$ cat src/rtl/uart_link_pkg.sv
// uart_link_pkg -- shared types, counter widths and parity helper for uart_link.
// Build option: define UART_LINK_PARITY_EN to add the PARITY state to both FSMs.
package uart_link_pkg;

  localparam int MAX_CLKS_PER_PULSE = 65535;
  localparam int MAX_BITS_PER_WORD  = 9;

  // Counters are sized for the largest legal parameters; both only ever
  // count up to a parameter minus one, so they never wrap by overflow.
  localparam int CLK_CNT_W = $clog2(MAX_CLKS_PER_PULSE);
  localparam int BIT_CNT_W = $clog2(MAX_BITS_PER_WORD);

  typedef enum logic [2:0] {
    IDLE,
    START,
    DATA,
`ifdef UART_LINK_PARITY_EN
    PARITY,
`endif
    STOP
  } uart_state_e;

  // Even parity of the (zero-extended) word, inverted for odd sense.
  function automatic logic calc_parity(input logic [MAX_BITS_PER_WORD-1:0] d,
                                       input logic                         odd);
    return (^d) ^ odd;
  endfunction

endpackage

$ cat src/rtl/uart_link_rx.sv
// uart_link_rx -- UART receiver with mid-bit sampling and one-deep output hold.
// Ports: clk, rstn (async low), rx (serial in), m_data/m_valid/m_ready (word
// stream out), frame_err/parity_err/overrun (single-cycle pulses).
// Build option: UART_LINK_PARITY_EN enables the parity check.
module uart_link_rx
  import uart_link_pkg::*;
#(
  parameter int CLKS_PER_PULSE = 4,
  parameter int BITS_PER_WORD  = 8,
  parameter int PARITY_ODD     = 0
) (
  input  logic                     clk,
  input  logic                     rstn,
  input  logic                     rx,
  output logic [BITS_PER_WORD-1:0] m_data,
  output logic                     m_valid,
  input  logic                     m_ready,
  output logic                     frame_err,
  output logic                     parity_err,
  output logic                     overrun
);

  logic [1:0]               sync_q;
  logic                     rx_s;
  logic                     rx_prev;
  uart_state_e              state;
  logic [CLK_CNT_W-1:0]     cnt;
  logic [BIT_CNT_W-1:0]     bit_idx;
  logic [BITS_PER_WORD-1:0] sh;
  logic                     cnt_last;
  logic                     cnt_half;

  assign rx_s     = sync_q[1];
  assign cnt_last = (cnt == CLK_CNT_W'(CLKS_PER_PULSE - 1));
  assign cnt_half = (cnt == CLK_CNT_W'(CLKS_PER_PULSE / 2 - 1));

  // Line idles high, so the synchroniser and edge detector reset to 1.
  always_ff @(posedge clk or negedge rstn) begin
    if (!rstn) begin
      sync_q  <= 2'b11;
      rx_prev <= 1'b1;
    end else begin
      sync_q  <= {sync_q[0], rx};
      rx_prev <= rx_s;
    end
  end

`ifdef UART_LINK_PARITY_EN
  logic par_bad;
`else
  assign parity_err = 1'b0;
`endif

  always_ff @(posedge clk or negedge rstn) begin
    if (!rstn) begin
      state     <= IDLE;
      cnt       <= '0;
      bit_idx   <= '0;
      sh        <= '0;
      m_data    <= '0;
      m_valid   <= 1'b0;
      frame_err <= 1'b0;
      overrun   <= 1'b0;
`ifdef UART_LINK_PARITY_EN
      parity_err <= 1'b0;
      par_bad    <= 1'b0;
`endif
    end else begin
      frame_err <= 1'b0;
      overrun   <= 1'b0;
`ifdef UART_LINK_PARITY_EN
      parity_err <= 1'b0;
`endif
      if (m_valid && m_ready) m_valid <= 1'b0;
      case (state)
        IDLE: begin
          cnt     <= '0;
          bit_idx <= '0;
          // Needs a high-to-low transition, so after a frame error the
          // line must return high before another start is accepted.
          if (rx_prev && !rx_s) state <= START;
        end
        START: begin
          if (cnt_half) begin
            cnt   <= '0;
            state <= rx_s ? IDLE : DATA;  // high at mid-start = glitch
          end else cnt <= cnt + CLK_CNT_W'(1);
        end
        DATA: begin
          if (cnt_last) begin
            cnt <= '0;
            sh  <= {rx_s, sh[BITS_PER_WORD-1:1]};  // LSB arrives first
            if (bit_idx == BIT_CNT_W'(BITS_PER_WORD - 1)) begin
              bit_idx <= '0;
`ifdef UART_LINK_PARITY_EN
              state   <= PARITY;
`else
              state   <= STOP;
`endif
            end else bit_idx <= bit_idx + BIT_CNT_W'(1);
          end else cnt <= cnt + CLK_CNT_W'(1);
        end
`ifdef UART_LINK_PARITY_EN
        PARITY: begin
          if (cnt_last) begin
            cnt     <= '0;
            par_bad <= rx_s ^ calc_parity(MAX_BITS_PER_WORD'(sh), PARITY_ODD != 0);
            state   <= STOP;
          end else cnt <= cnt + CLK_CNT_W'(1);
        end
`endif
        STOP: begin
          if (cnt_last) begin
            cnt   <= '0;
            state <= IDLE;
            if (!rx_s) frame_err <= 1'b1;
`ifdef UART_LINK_PARITY_EN
            else if (par_bad) parity_err <= 1'b1;
`endif
            else if (m_valid && !m_ready) overrun <= 1'b1;  // keep old word
            else begin
              m_data  <= sh;
              m_valid <= 1'b1;
            end
          end else cnt <= cnt + CLK_CNT_W'(1);
        end
        default: state <= IDLE;
      endcase
    end
  end

endmodule

$ cat src/rtl/uart_link.sv
// uart_link -- full-duplex UART: inline TX FSM plus uart_link_rx receiver.
// Ports: clk, rstn (async low), rx/tx serial lines, s_data/s_valid/s_ready TX
// word stream in, m_data/m_valid/m_ready RX word stream out, frame_err,
// parity_err, overrun single-cycle error pulses.
// Build option: define UART_LINK_PARITY_EN to add a parity bit (PARITY_ODD
// selects odd sense); otherwise parity_err is tied low.
module uart_link
  import uart_link_pkg::*;
#(
  parameter int CLKS_PER_PULSE = 4,
  parameter int BITS_PER_WORD  = 8,
  parameter int STOP_BITS      = 1,
  parameter int PARITY_ODD     = 0
) (
  input  logic                     clk,
  input  logic                     rstn,
  input  logic                     rx,
  output logic                     tx,
  input  logic [BITS_PER_WORD-1:0] s_data,
  input  logic                     s_valid,
  output logic                     s_ready,
  output logic [BITS_PER_WORD-1:0] m_data,
  output logic                     m_valid,
  input  logic                     m_ready,
  output logic                     frame_err,
  output logic                     parity_err,
  output logic                     overrun
);

  uart_state_e              tx_state;
  logic [CLK_CNT_W-1:0]     tx_cnt;
  logic [BIT_CNT_W-1:0]     tx_bit;
  logic [BITS_PER_WORD-1:0] tx_sh;
  logic                     tx_last;

  assign tx_last = (tx_cnt == CLK_CNT_W'(CLKS_PER_PULSE - 1));

`ifdef UART_LINK_PARITY_EN
  logic tx_par;
`endif

  // tx is a register with async reset, so it snaps high the instant rstn
  // falls. s_ready is registered and only ever high while in IDLE.
  always_ff @(posedge clk or negedge rstn) begin
    if (!rstn) begin
      tx_state <= IDLE;
      tx       <= 1'b1;
      s_ready  <= 1'b0;
      tx_cnt   <= '0;
      tx_bit   <= '0;
      tx_sh    <= '0;
`ifdef UART_LINK_PARITY_EN
      tx_par   <= 1'b0;
`endif
    end else begin
      case (tx_state)
        IDLE: begin
          if (s_valid && s_ready) begin
            tx_state <= START;
            tx       <= 1'b0;
            s_ready  <= 1'b0;
            tx_sh    <= s_data;
`ifdef UART_LINK_PARITY_EN
            tx_par   <= calc_parity(MAX_BITS_PER_WORD'(s_data), PARITY_ODD != 0);
`endif
          end else s_ready <= 1'b1;
        end
        START: begin
          if (tx_last) begin
            tx_cnt   <= '0;
            tx_state <= DATA;
            tx       <= tx_sh[0];
            tx_sh    <= tx_sh >> 1;
          end else tx_cnt <= tx_cnt + CLK_CNT_W'(1);
        end
        DATA: begin
          if (tx_last) begin
            tx_cnt <= '0;
            if (tx_bit == BIT_CNT_W'(BITS_PER_WORD - 1)) begin
              tx_bit   <= '0;
`ifdef UART_LINK_PARITY_EN
              tx_state <= PARITY;
              tx       <= tx_par;
`else
              tx_state <= STOP;
              tx       <= 1'b1;
`endif
            end else begin
              tx_bit <= tx_bit + BIT_CNT_W'(1);
              tx     <= tx_sh[0];
              tx_sh  <= tx_sh >> 1;
            end
          end else tx_cnt <= tx_cnt + CLK_CNT_W'(1);
        end
`ifdef UART_LINK_PARITY_EN
        PARITY: begin
          if (tx_last) begin
            tx_cnt   <= '0;
            tx_state <= STOP;
            tx       <= 1'b1;
          end else tx_cnt <= tx_cnt + CLK_CNT_W'(1);
        end
`endif
        STOP: begin
          if (tx_last) begin
            tx_cnt <= '0;
            if (tx_bit == BIT_CNT_W'(STOP_BITS - 1)) begin
              tx_bit   <= '0;
              tx_state <= IDLE;
              s_ready  <= 1'b1;  // ready in the single idle cycle between words
            end else tx_bit <= tx_bit + BIT_CNT_W'(1);
          end else tx_cnt <= tx_cnt + CLK_CNT_W'(1);
        end
        default: tx_state <= IDLE;
      endcase
    end
  end

  uart_link_rx #(
    .CLKS_PER_PULSE(CLKS_PER_PULSE),
    .BITS_PER_WORD (BITS_PER_WORD),
    .PARITY_ODD    (PARITY_ODD)
  ) u_rx (
    .clk       (clk),
    .rstn      (rstn),
    .rx        (rx),
    .m_data    (m_data),
    .m_valid   (m_valid),
    .m_ready   (m_ready),
    .frame_err (frame_err),
    .parity_err(parity_err),
    .overrun   (overrun)
  );

endmodule

$ cat config.mk
export PLATFORM = sky130hd
export DESIGN_NAME = uart_link
export DESIGN_NICKNAME = d
export VERILOG_FILES = /design/src/rtl/uart_link_pkg.sv /design/src/rtl/uart_link_rx.sv /design/src/rtl/uart_link.sv
export SDC_FILE = /design/constraint.sdc
export NUM_CORES = 1
export LEC_CHECK = 0
export CAP_MARGIN = 30
export CORE_UTILIZATION = 50
export CTS_BUF_LIST = sky130_fd_sc_hd__clkbuf_16
export CTS_CLUSTER_DIAMETER = 150
export DETAILED_ROUTE_END_ITERATION = 8
export PLACE_DENSITY_LB_ADDON = 0.15
export SLEW_MARGIN = 20
export SYNTH_ARGS = -nofsm -noshare
export SYNTH_HDL_FRONTEND = slang
export SYNTH_SLANG_ARGS = --single-unit
$ cat constraint.sdc
create_clock -name clk -period 2.38 [get_ports clk]
set_clock_uncertainty 0.2 [all_clocks]
set_input_delay 0.238 -clock clk [delete_from_list [all_inputs] [get_ports clk]]
set_output_delay 0.238 -clock clk [all_outputs]
set_load 0.02 [all_outputs]
==> summary.txt, run 1 <==
Critical path
  – Worst Setup SP: tx_cnt[7]
  – Path depth of the worst reg2reg path: 5
  – WP data required: 2.39 ns
  – Crit. End Element: flop
  – Worst reg2reg path endpoint: tx_state[1]
  – Max incr delay on CP: 0.44 ns
  – CP max FO: 7
  – Crit path buf inv count: 0
  – Setup CP Type: reg -> reg
  – Reg-to-reg startpoint: tx_cnt[7]
  – CP Launch Type: flop
  – Crit path max-delay family: simple AND/OR/NAND/NOR gates
  – Worst path cell trace: nor4_1 -> and4_1 -> a31o_2 -> and3b_1 -> mux2_1
  – Slowest CP cell: dfrtp_1
  – Slack of the worst reg-to-reg path: 0.15 ns
  – Crit path DAT: 2.24 ns

Clock tree
  – H-tree Lvls: 3
  – CTS Buf Count: 9
  – Clk_lat worst skew: 0.33 ns
  – Sink Count: 76
  – Max Root-Sink Buffers: 2
  – Post-CTS Resized: 0
  – CTS tree: yes
  – Clk slew on worst S/H paths: 0.06 ns
  – Clk Tree Root Cell: clkbuf_16
  – Post-CTS Setup Bufs: 0

STA
  – Final Cycle Share: 93.6%
  – Slew HR: 66.0%
  – Min cycle time layout: 2.23 ns
  – # setup viols final: 0
  – Fin. max-slew vios: 0
  – RSZ-0062 raised after global routing: false
  – Setup TNS Final: 0 ns
  – Slew @ Worst Pin: 0.506 ns
  – Fin. Hold Viols: 0
  – Fmax: 0.449 GHz

Global route
  – Vias in the first global route: 2,389
  – GRT Max-Usage Layer: met2
  – GRT Residual Overflow: 0
  – Met3 global-route usage: 4.29%
  – First-pass GRT wire length: 11,200 µm
  – Antenna violations before repair: 0
  – Met2 Track Usage GR: 30.2%
  – Met1 Resource Use GR: 26.2%
  – Pin count of the biggest net entering global routing: 47
  – GRT Overall Usage: 19.2%

Layout
  – Layout cells sized above 1: 14.5%
  – Fillers: 542
  – # diodes: 0
  – Finished Layout Cells: 468
  – Commonest non-fill, non-tap cell in the layout: dfrtp_1
  – Area Overhead vs Synth: 19.7%
  – Commonest cells after routing, fill and taps aside: dfrtp_1, nor2_1, nand2_1
  – Final nets: 391

Power and ir drop
  – Max IR drop VDD: 0.764 mV
  – Leak: 1.93 nW
  – PwrDens: 1070 nW/µm²

Drt
  – Wirelength, routed: 6270 µm
  – Drt pass-1 iters: 4
  – First DRT Iteration DRCs: 84
  – WL per Instance: 13.4 µm
  – Vias per cell: 5.24
  – Drt drc: 0
  – Routed Antenna Nets: 0
  – Vias: 2,454

Synth
  – Register bit total from synthesis: 76
  – Cell variety after synth: 51
  – Synth async-reset ratio: 100%
  – EDFF count, synth: 0
  – Seq/Total Area, Yosys: 53.2%
  – Top_reg_cell synth: dfrtp_1
  – Avg Inst Size Synth: 10.8 µm²
  – Number of warnings issued by yosys: 0
  – Cell count after synthesis: 332
  – Cell Area, Synth: 3580 µm²
  – Synthesized net count: 356

Run
  – Maximum capacitance violations: 0

Placed design
  – Routability Congestion: 0.815
  – HPWL Detailed: 4250 µm
  – Cells after DPL: 451
  – Port Buffers: 25

Floorplan
  – Initial core utilization: 52.2%
  – Horiz. Die Dim: 86.7 µm
  – # rows: 30
  – Die Ht: 86.7 µm
  – Die Area: 7510 µm²
  – Core area: 6870 µm²
  – I/O pin cnt: 27

Min path
  – Critical hold path startpoint: rx
  – Tightest Hold Check Type: in -> reg
  – Hold path endpoint: u_rx.sync_q[0]
  – Cells on Worst Hold Path: 1

Run status
  – Status: finished clean
==> sequential cells by signal, indices dropped and copies added, names as in the netlist, 2 cells and up <==
register and count:
u_rx.sync_q 2, tx_cnt 16, u_rx.cnt 16, u_rx.bit_idx 4
tx_bit 4, u_rx.m_data 8, u_rx.state 2, tx_sh 8
tx_state 2, u_rx.sh 8
==> worst reg2reg max path, delay by kind of cell (launching register included) <==
kind / cells / cell delay (ns)
flops: 1 / 0.44
simple gates: 3 / 0.91
mux: 1 / 0.32
compound gates: 1 / 0.23
==> cell families (layout without fill, tap and decap cells) <==
family	after synthesis	in the layout	share of synthesized area (%)
muxes	27	27	8.21
xor gates and xnor gates	24	24	5.87
and+or+nand+nor	124	124	17.0
buffers and inverters	24	64	3.14
DFF	76	76	53.2
adders and majority gates	11	11	3.84
AOI/OAI and AO/OA	45	45	8.59
other	1	1	0.105
==> cells in the mapped netlist, types with 7 or more instances <==
library cell,count,area (µm²)
mux2i_1,8,80.1
dfrtp_1,72,1800
o21ai_0,22,110
nand2_1,31,116
nor3_1,7,35.0
mux2_2,17,191
ha_1,11,138
inv_1,14,52.6
nand4_1,8,50.1
nor2_1,36,135
nand3_1,15,75.1
xor2_1,9,78.8
xnor2_1,15,131
==> per-stage QoR <==
step / cell area (µm²) / hold WS (ns) / power (mW) / worst slack, ns / util, %
after global routing: 4290 / 0.128 / 4.91 / 0.0130 / 62.5
after detailed placement: 3960 / -0.00496 / 3.18 / 0.167 / 57.7
final: 4290 / 0.131 / 4.60 / 0.152 / 62.5
after floorplan: 3580 / -0.258 / 2.80 / 0.327 / -
after global placement: 3960 / -0.00253 / 3.15 / 0.208 / 57.7
after CTS: 4290 / 0.125 / 4.64 / 0.169 / 62.5
==> layer usage <==
metal | part of all wire [%] | wire, µm
met1 | 50 | 3130
met2 | 46 | 2850
met3 | 3.0 | 185
met4 | 1.6 | 99
met5 | 0 | 0
==> area by class of cell <==
type,count,area (µm²),area share (%)
inverters,14,52.6,1.22
multi-input cells,232,1560,36.5
well taps,96,120,2.80
clock inverters,7,91.3,2.13
clock buffers,9,225,5.25
repair buffers,34,330,7.70
flip-flops and latches,76,1910,44.4
==> report_power, final <==
part	switching (mW)	internal [mW]	total (mW)
clock	0.519	0.913	1.43
sequential	0.256	1.54	1.80
combinational	0.766	0.602	1.37
total	1.54	3.06	4.60
==> repair_timing <==
action | in CTS | in global routing
endpoints found under the hold margin | 30 | 0
hold buffers | 1 | 0
endpoints found under the setup margin | 0 | 0
==> worst max-delay path by stage <==
stage / endpoint / cells after the start
global route: tx_state[1] / 5
detailed placement: tx_state[1] / 5
global placement: tx_state[1] / 5
finish: tx_state[1] / 5
CTS: tx_state[1] / 5
floorplan: tx_state[1] / 7
Power figures use the tool's default switching activity.
==> run 2, diff against run 1 <==
--- a/config.mk
+++ b/config.mk
@@ -5,6 +5,7 @@
 export SDC_FILE = /design/constraint.sdc
 export NUM_CORES = 1
 export LEC_CHECK = 0
+export ABC_AREA = 1
 export CAP_MARGIN = 30
 export CORE_UTILIZATION = 50
 export CTS_BUF_LIST = sky130_fd_sc_hd__clkbuf_16
==> run 2 against run 1 <==
Against the previous run: via count increased by 28%; fmax increased by 16%; sequential power decreased by 6%; total power decreased by 0.91%; clock-buffer cell count unchanged; largest cell class unchanged; highest routed layer unchanged.
==> summary.txt, run 2 <==
Global route
  – Vias in the first global route: 3,126 (+31%)
  – Antenna violations before repair: 0 (unchanged)
  – Pin count of the biggest net entering global routing: 42 (-11%)
  – GRT Residual Overflow: 0 (unchanged)
  – First-pass GRT wire length: 13,400 µm (+21%)
  – GRT Overall Usage: 19.9% (+0.75 points)

Layout
  – Finished Layout Cells: 632 (+35%)
  – Area Overhead vs Synth: 15.9%
  – Commonest cells after routing, fill and taps aside: nand2_1, dfrtp_1, nor2_1
  – Layout cells sized above 1: 11.7% (-2.8 points)
  – Final Instance Area: 4690 µm² (+9.4%)
  – Final nets: 549 (+40%)
  – Fillers: 721 (+33%)
  – Commonest non-fill, non-tap cell in the layout: nand2_1
  – Biggest regs: tx_cnt: 16 flops, u_rx.cnt: 16 flops
  – # diodes: 0 (unchanged)

Clock tree
  – CTS tree: yes
  – H-tree Lvls: 3 (unchanged)
  – Clk Tree Root Cell: clkbuf_16
  – Post-CTS Hold Buffers: 1 (unchanged)
  – Sink Count: 76 (unchanged)
  – Max Root-Sink Buffers: 2 (unchanged)
  – CTS Buf Count: 9 (unchanged)
  – Post-CTS Setup Bufs: 0 (unchanged)
  – Clk slew on worst S/H paths: 0.06 ns (about the same)
  – Post-CTS Resized: 0 (unchanged)
  – Clk_lat worst skew: 0.33 ns (about the same)

Drt
  – Vias per cell: 4.97 (-5.3%)
  – Routed met3 length: 179 µm (-3.2%)
  – Routed Antenna Nets: 0 (unchanged)
  – Vias: 3,138 (+28%)
  – Metal1 wirelength: 3570 µm (+14%)
  – WL per Instance: 11.8 µm (-12%)
  – DR top layer: met4
  – Wirelength, routed: 7440 µm (+19%)
  – Metal2 WL: 3580 µm (+26%)
  – Drt pass-1 iters: 4 (unchanged)
  – First DRT Iteration DRCs: 82 (-2.4%)
  – Drt drc: 0 (unchanged)

Power and ir drop
  – Max IR drop VDD: 0.739 mV (-3.3%)
  – Power, Total: 4.56 mW (-0.91%)
  – Leak: 2.27 nW (+18%)
  – PwrDens: 971 nW/µm² (-9.4%)

Critical path
  – Most frequent CP cell: nand2_1
  – Setup CP Type: reg -> reg
  – Max incr delay on CP: 0.40 ns (-0.04 ns)
  – Worst Setup SP: tx_state[0]
  – CP Launch Type: flop
  – WP data required: 2.40 ns (about the same)
  – Worst path cell trace: inv_1 -> ha_1 -> or2_2 -> nand2_2 -> nand3_4 -> nand2_1 -> nand2_1
  – Crit. End Element: flop
  – Crit path DAT: 1.95 ns (-0.29 ns)
  – Reg-to-reg startpoint: tx_state[0]
  – CP max FO: 10 (+3)
  – Slowest CP cell: dfrtp_1

Synth
  – Top cells by count, synth: nand2_1, dfrtp_1, nor2_1
  – Avg Inst Size Synth: 8.21 µm² (-24%)
  – Synth top area share: 44.5% (-5.8 points)
  – Synthesized net count: 517 (+45%)
  – Cell count after synthesis: 493 (+48%)
  – Synth area leaders: dfrtp_1, nand2_1, nor2_1
  – Seq/Total Area, Yosys: 47.1% (-6.1 points)
  – Synth async-reset ratio: 100% (unchanged)
  – Cell Area, Synth: 4050 µm² (+13%)
  – Number of warnings issued by yosys: 0 (unchanged)
  – EDFF count, synth: 0 (unchanged)
  – Top_reg_cell synth: dfrtp_1
  – Register bit total from synthesis: 76 (unchanged)
  – Cell variety after synth: 38 (-25%)
  – Count leader, synth: nand2_1
  – Post-synth top area cell: dfrtp_1

Placed design
  – Cells after DPL: 615 (+36%)
  – Placed inst area: 4400 µm² (+11%)
  – Routability Congestion: 0.852 (+4.4%)
  – HPWL Detailed: 5320 µm (+25%)
  – Port Buffers: 25 (unchanged)

Floorplan
  – Initial core utilization: 52.1% (about the same)
  – Horiz. Die Dim: 92.0 µm (+6.2%)
  – # rows: 32 (+6.7%)
  – I/O pin cnt: 27 (unchanged)
  – Die Ht: 92.0 µm (+6.2%)
  – Core area: 7770 µm² (+13%)
  – Die Area: 8460 µm² (+13%)

STA
  – # setup viols final: 0 (unchanged)
  – Slew @ Worst Pin: 0.534 ns (+0.0286 ns)
  – Final Cycle Share: 81.1% (-13 points)
  – Fin. Hold Viols: 0 (unchanged)
  – Setup TNS Final: 0 ns (unchanged)
  – Fin. max-slew vios: 0 (unchanged)
  – Fmax: 0.518 GHz (+16%)
  – RSZ-0062 raised after global routing: false
  – Slew HR: 64.4% (-1.6 points)
  – Min cycle time layout: 1.93 ns (-0.299 ns)

Run
  – Maximum capacitance violations: 0 (unchanged)

Run status
  – Status: finished clean

Min path
  – Tightest Hold Check Type: in -> reg
  – Critical hold path startpoint: rx
## run 2: layout make-up
class                      count  area (µm²)  area share (%)
clock buffer                   9         225            4.80
clock inverter                 7        58.8            1.25
inverter                      62         235            5.01
multi-input combinational    349        1860            39.7
sequential                    76        1910            40.6
tap                          102         128            2.72
timing repair buffer          27         278            5.92
## run 2: stage by stage
stage	util [%]	hold slack [ns]	worst slack, ns
global placement	56.6	0.0600	0.530
finish	60.4	0.129	0.451
detailed placement	56.6	0.0578	0.459
CTS	60.4	0.124	0.451
floorplan	-	-0.258	0.553
global route	60.4	0.118	0.301
## run 2: metal layers
layer  global-route usage [%]  up-vias
li1                         -     1622
met5                        0        -
met1                     24.3     1472
met3                     3.73        9
met4                     6.64        0
met2                     35.3       35
## run 2: path summary, 6_finish.rpt
check,end,slack [ns],depth (start not counted)
max,tx_sh[0],0.45,7
min,u_rx.sync_q[0],0.13,1
max reg2reg,tx_sh[0],0.45,7
min reg2reg,u_rx.sync_q[1],0.15,0
max in group asynchronous,tx_cnt[14],1.18,3
min in group asynchronous,u_rx.cnt[11],0.23,2
## run 2: cells by family (layout without fill, tap and decap cells)
| group | Yosys count | count (layout) | synth area share (%) |
|---|---|---|---|
| flops | 76 | 76 | 47.1 |
| buf+inv | 68 | 105 | 6.95 |
| other cells | 1 | 1 | 0.0926 |
| xor+xnor | 15 | 15 | 3.24 |
| compound gates | 50 | 50 | 7.20 |
| simple gates | 265 | 265 | 30.1 |
| mux | 7 | 7 | 1.95 |
| fa+ha+maj | 11 | 11 | 3.40 |
## run 2: where the power goes
group          switching [mW]  leakage [nW]  internal, mW
sequential              0.179          1.01          1.52
clock                   0.567         0.138         0.722
combinational           0.986          1.12         0.587
total                    1.73          2.27          2.82
## run 2: critical path: cells and delay by family, from the launching register on
kind          cells  cell delay [ns]
flops             1             0.40
simple gates      5             0.84
buf+inv           1             0.10
fa+ha+maj         1             0.27
==> run 3, diff against run 2 <==
==> constraint.sdc (replaced) <==
create_clock -name clk -period 1.8 [get_ports clk]
set_clock_uncertainty 0.2 [all_clocks]
set_input_delay 0.18 -clock clk [delete_from_list [all_inputs] [get_ports clk]]
set_output_delay 0.18 -clock clk [all_outputs]
set_load 0.02 [all_outputs]
==> run 3 against run 2 <==
Against the previous run: total power up 47%; global-route usage up 0.25 points; routed wire length up 7.3%; core utilization up 4.3 points; via count up 2.4%.
==> summary.txt, run 3 (synthesis results as in run 2) <==
Floorplan
  – Die Ht: 92.0 µm (unchanged)
  – # rows: 32 (unchanged)
  – I/O pin cnt: 27 (unchanged)
  – Core area: 7770 µm² (unchanged)
  – Horiz. Die Dim: 92.0 µm (unchanged)
  – Initial core utilization: 52.1% (unchanged)
  – Die Area: 8460 µm² (unchanged)

Global route
  – GRT Overall Usage: 20.2% (+0.25 points)
  – GRT Residual Overflow: 0 (unchanged)
  – Vias in the first global route: 3,131 (+0.16%)
  – Antenna violations before repair: 0 (unchanged)
  – Pin count of the biggest net entering global routing: 31 (-26%)
  – First-pass GRT wire length: 13,500 µm (+0.51%)

Layout
  – Commonest cells after routing, fill and taps aside: nand2_1, dfrtp_1, nor2_1
  – Area Overhead vs Synth: 24.2%
  – Final nets: 575 (+4.7%)
  – Biggest regs: tx_cnt: 16 flops, u_rx.cnt: 16 flops
  – Final Instance Area: 5030 µm² (+7.1%)
  – # diodes: 0 (unchanged)
  – Layout cells sized above 1: 18.9% (+7.2 points)
  – Finished Layout Cells: 658 (+4.1%)
  – Commonest non-fill, non-tap cell in the layout: nand2_1

Clock tree
  – Sink Count: 76 (unchanged)
  – CTS tree: yes
  – Clk_lat worst skew: 0.34 ns (about the same)
  – H-tree Lvls: 3 (unchanged)
  – Clk slew on worst S/H paths: 0.07 ns (about the same)
  – Clk Tree Root Cell: clkbuf_16
  – CTS Buf Count: 9 (unchanged)
  – Max Root-Sink Buffers: 2 (unchanged)

STA
  – RSZ-0062 raised after global routing: true
  – Final Cycle Share: 99.9% (+19 points)
  – Fin. max-slew vios: 0 (unchanged)
  – # setup viols final: 0 (unchanged)
  – Fmax: 0.556 GHz (+7.3%)
  – Fin. Hold Viols: 0 (unchanged)
  – Min cycle time layout: 1.80 ns (-0.131 ns)

Power and ir drop
  – Logic pwr share: 38.9% (+4.4 points)
  – Net Sw Frac: 36.8% (-1.2 points)
  – PwrDens: 1340 nW/µm² (+38%)
  – P_sw: 2.47 mW (+43%)
  – Clock power frac: 27.7% (-0.6 points)
  – P_int: 4.25 mW (+50%)
  – Max IR drop VDD: 0.958 mV (+30%)
  – Sequential Power Share: 33.5% (-3.7 points)
  – Leak: 2.43 nW (+7.0%)

Placed design
  – Placed inst area: 4540 µm² (+3.2%)
  – HPWL Detailed: 5580 µm (+4.9%)
  – Port Buffers: 25 (unchanged)
  – Routability Congestion: 0.790 (-7.2%)
  – Cells after DPL: 632 (+2.8%)

Drt
  – Routed Antenna Nets: 0 (unchanged)
  – Drt drc: 0 (unchanged)
  – Wirelength, routed: 7980 µm (+7.3%)
  – Vias per cell: 4.88 (-1.6%)
  – Vias: 3,214 (+2.4%)
  – First DRT Iteration DRCs: 90 (+9.8%)
  – Drt pass-1 iters: 4 (unchanged)
  – WL per Instance: 12.1 µm (+3.0%)

Critical path
  – Worst path cell trace: buf_4 -> ha_1 -> or2_4 -> o21ai_1 -> nand2_1 -> nand2_1 -> nand2_1
  – WP data required: 1.84 ns (-0.56 ns)
  – Most frequent CP cell: nand2_1
  – CP Launch Type: flop
  – Crit path buf inv count: 1 (unchanged)
  – Crit. End Element: flop
  – Setup CP Type: reg -> reg
  – Crit path DAT: 1.84 ns (-0.11 ns)
  – Max incr delay on CP: 0.43 ns (+0.03 ns)
  – Crit path max-delay family: simple AND/OR/NAND/NOR gates
  – Slowest CP cell: dfrtp_1
  – CP max FO: 4 (-6)

Run
  – Maximum capacitance violations: 0 (unchanged)

Run status
  – Status: finished clean

Min path
  – Tightest Hold Check Type: in -> reg
[run 3: changes by cell type in the layout (fill, tap and decap cells not counted), moves of 3 or more]
| cell | change |
|---|---|
| buf_4 | +23 |
| ha_1 | -4 |
| inv_1 | -3 |
| inv_2 | +3 |
| nor2_1 | -3 |
| nor2_2 | +3 |
[run 3: through the flow]
step / TNS [ns] / util (%) / hold WS, ns / power, mW / setup slack, ns
floorplan: 0 / - / -0.316 / 3.85 / 0.0718
global placement: 0 / 58.4 / -0.0634 / 4.44 / 0.0367
detailed placement: -0.146 / 58.4 / -0.0645 / 4.52 / -0.0444
CTS: 0 / 62.6 / 0.0691 / 6.43 / 0.0135
global route: -0.249 / 64.7 / 0.0651 / 7.20 / -0.0686
finish: 0 / 64.7 / 0.0632 / 6.72 / 0.00136
[run 3: power by group through the flow]
| stage | combinational [mW] | clock, mW | sequential, mW |
|---|---|---|---|
| 4_1_cts | 2.31 | 1.89 | 2.23 |
| 3_3_place_gp | 2.19 | 0 | 2.25 |
| 2_1_floorplan | 1.62 | 0 | 2.23 |
| 3_5_place_dp | 2.26 | 0 | 2.26 |
| 5_1_grt | 2.95 | 1.97 | 2.28 |
| 6_report | 2.61 | 1.86 | 2.25 |
[run 3: cell type report]
cell class,instances,area [µm²]
Inverter,62,235
Clock buffer,9,225
Multi-Input combinational cell,349,1940
Clock inverter,7,81.3
Sequential cell,76,1910
Tap cell,102,128
Fill cell,650,2740
Timing Repair Buffer,53,514
[run 3: repair_timing]
item,CTS,global route
pin swaps,0,8
endpoints found under the setup margin,14,34
endpoints found under the hold margin,76,0
hold buffers,1,0
resized for setup,4,20
buffers inserted,0,8
gates cloned,0,1
[run 3: per-layer routing]
layer,vias up,track usage [%],wire length [µm]
met5,-,0,0
met3,12,4.73,177
met4,0,6.25,127
met2,29,33.7,3970
li1,1675,-,-
met1,1498,25.9,3700
[run 3: path summary, 6_finish.rpt]
kind                                start              to  slack [ns]  cells past startpoint
hold reg to reg            u_rx.sync_q[0]  u_rx.sync_q[1]        0.16                      0
setup reg to reg              tx_state[0]     tx_state[1]       0.001                      7
max in group asynchronous            rstn         s_ready        0.76                      3
setup / recovery              tx_state[0]     tx_state[1]       0.001                      7
min in group asynchronous            rstn    u_rx.cnt[15]        0.11                      2
hold / removal                         rx  u_rx.sync_q[0]        0.06                      1
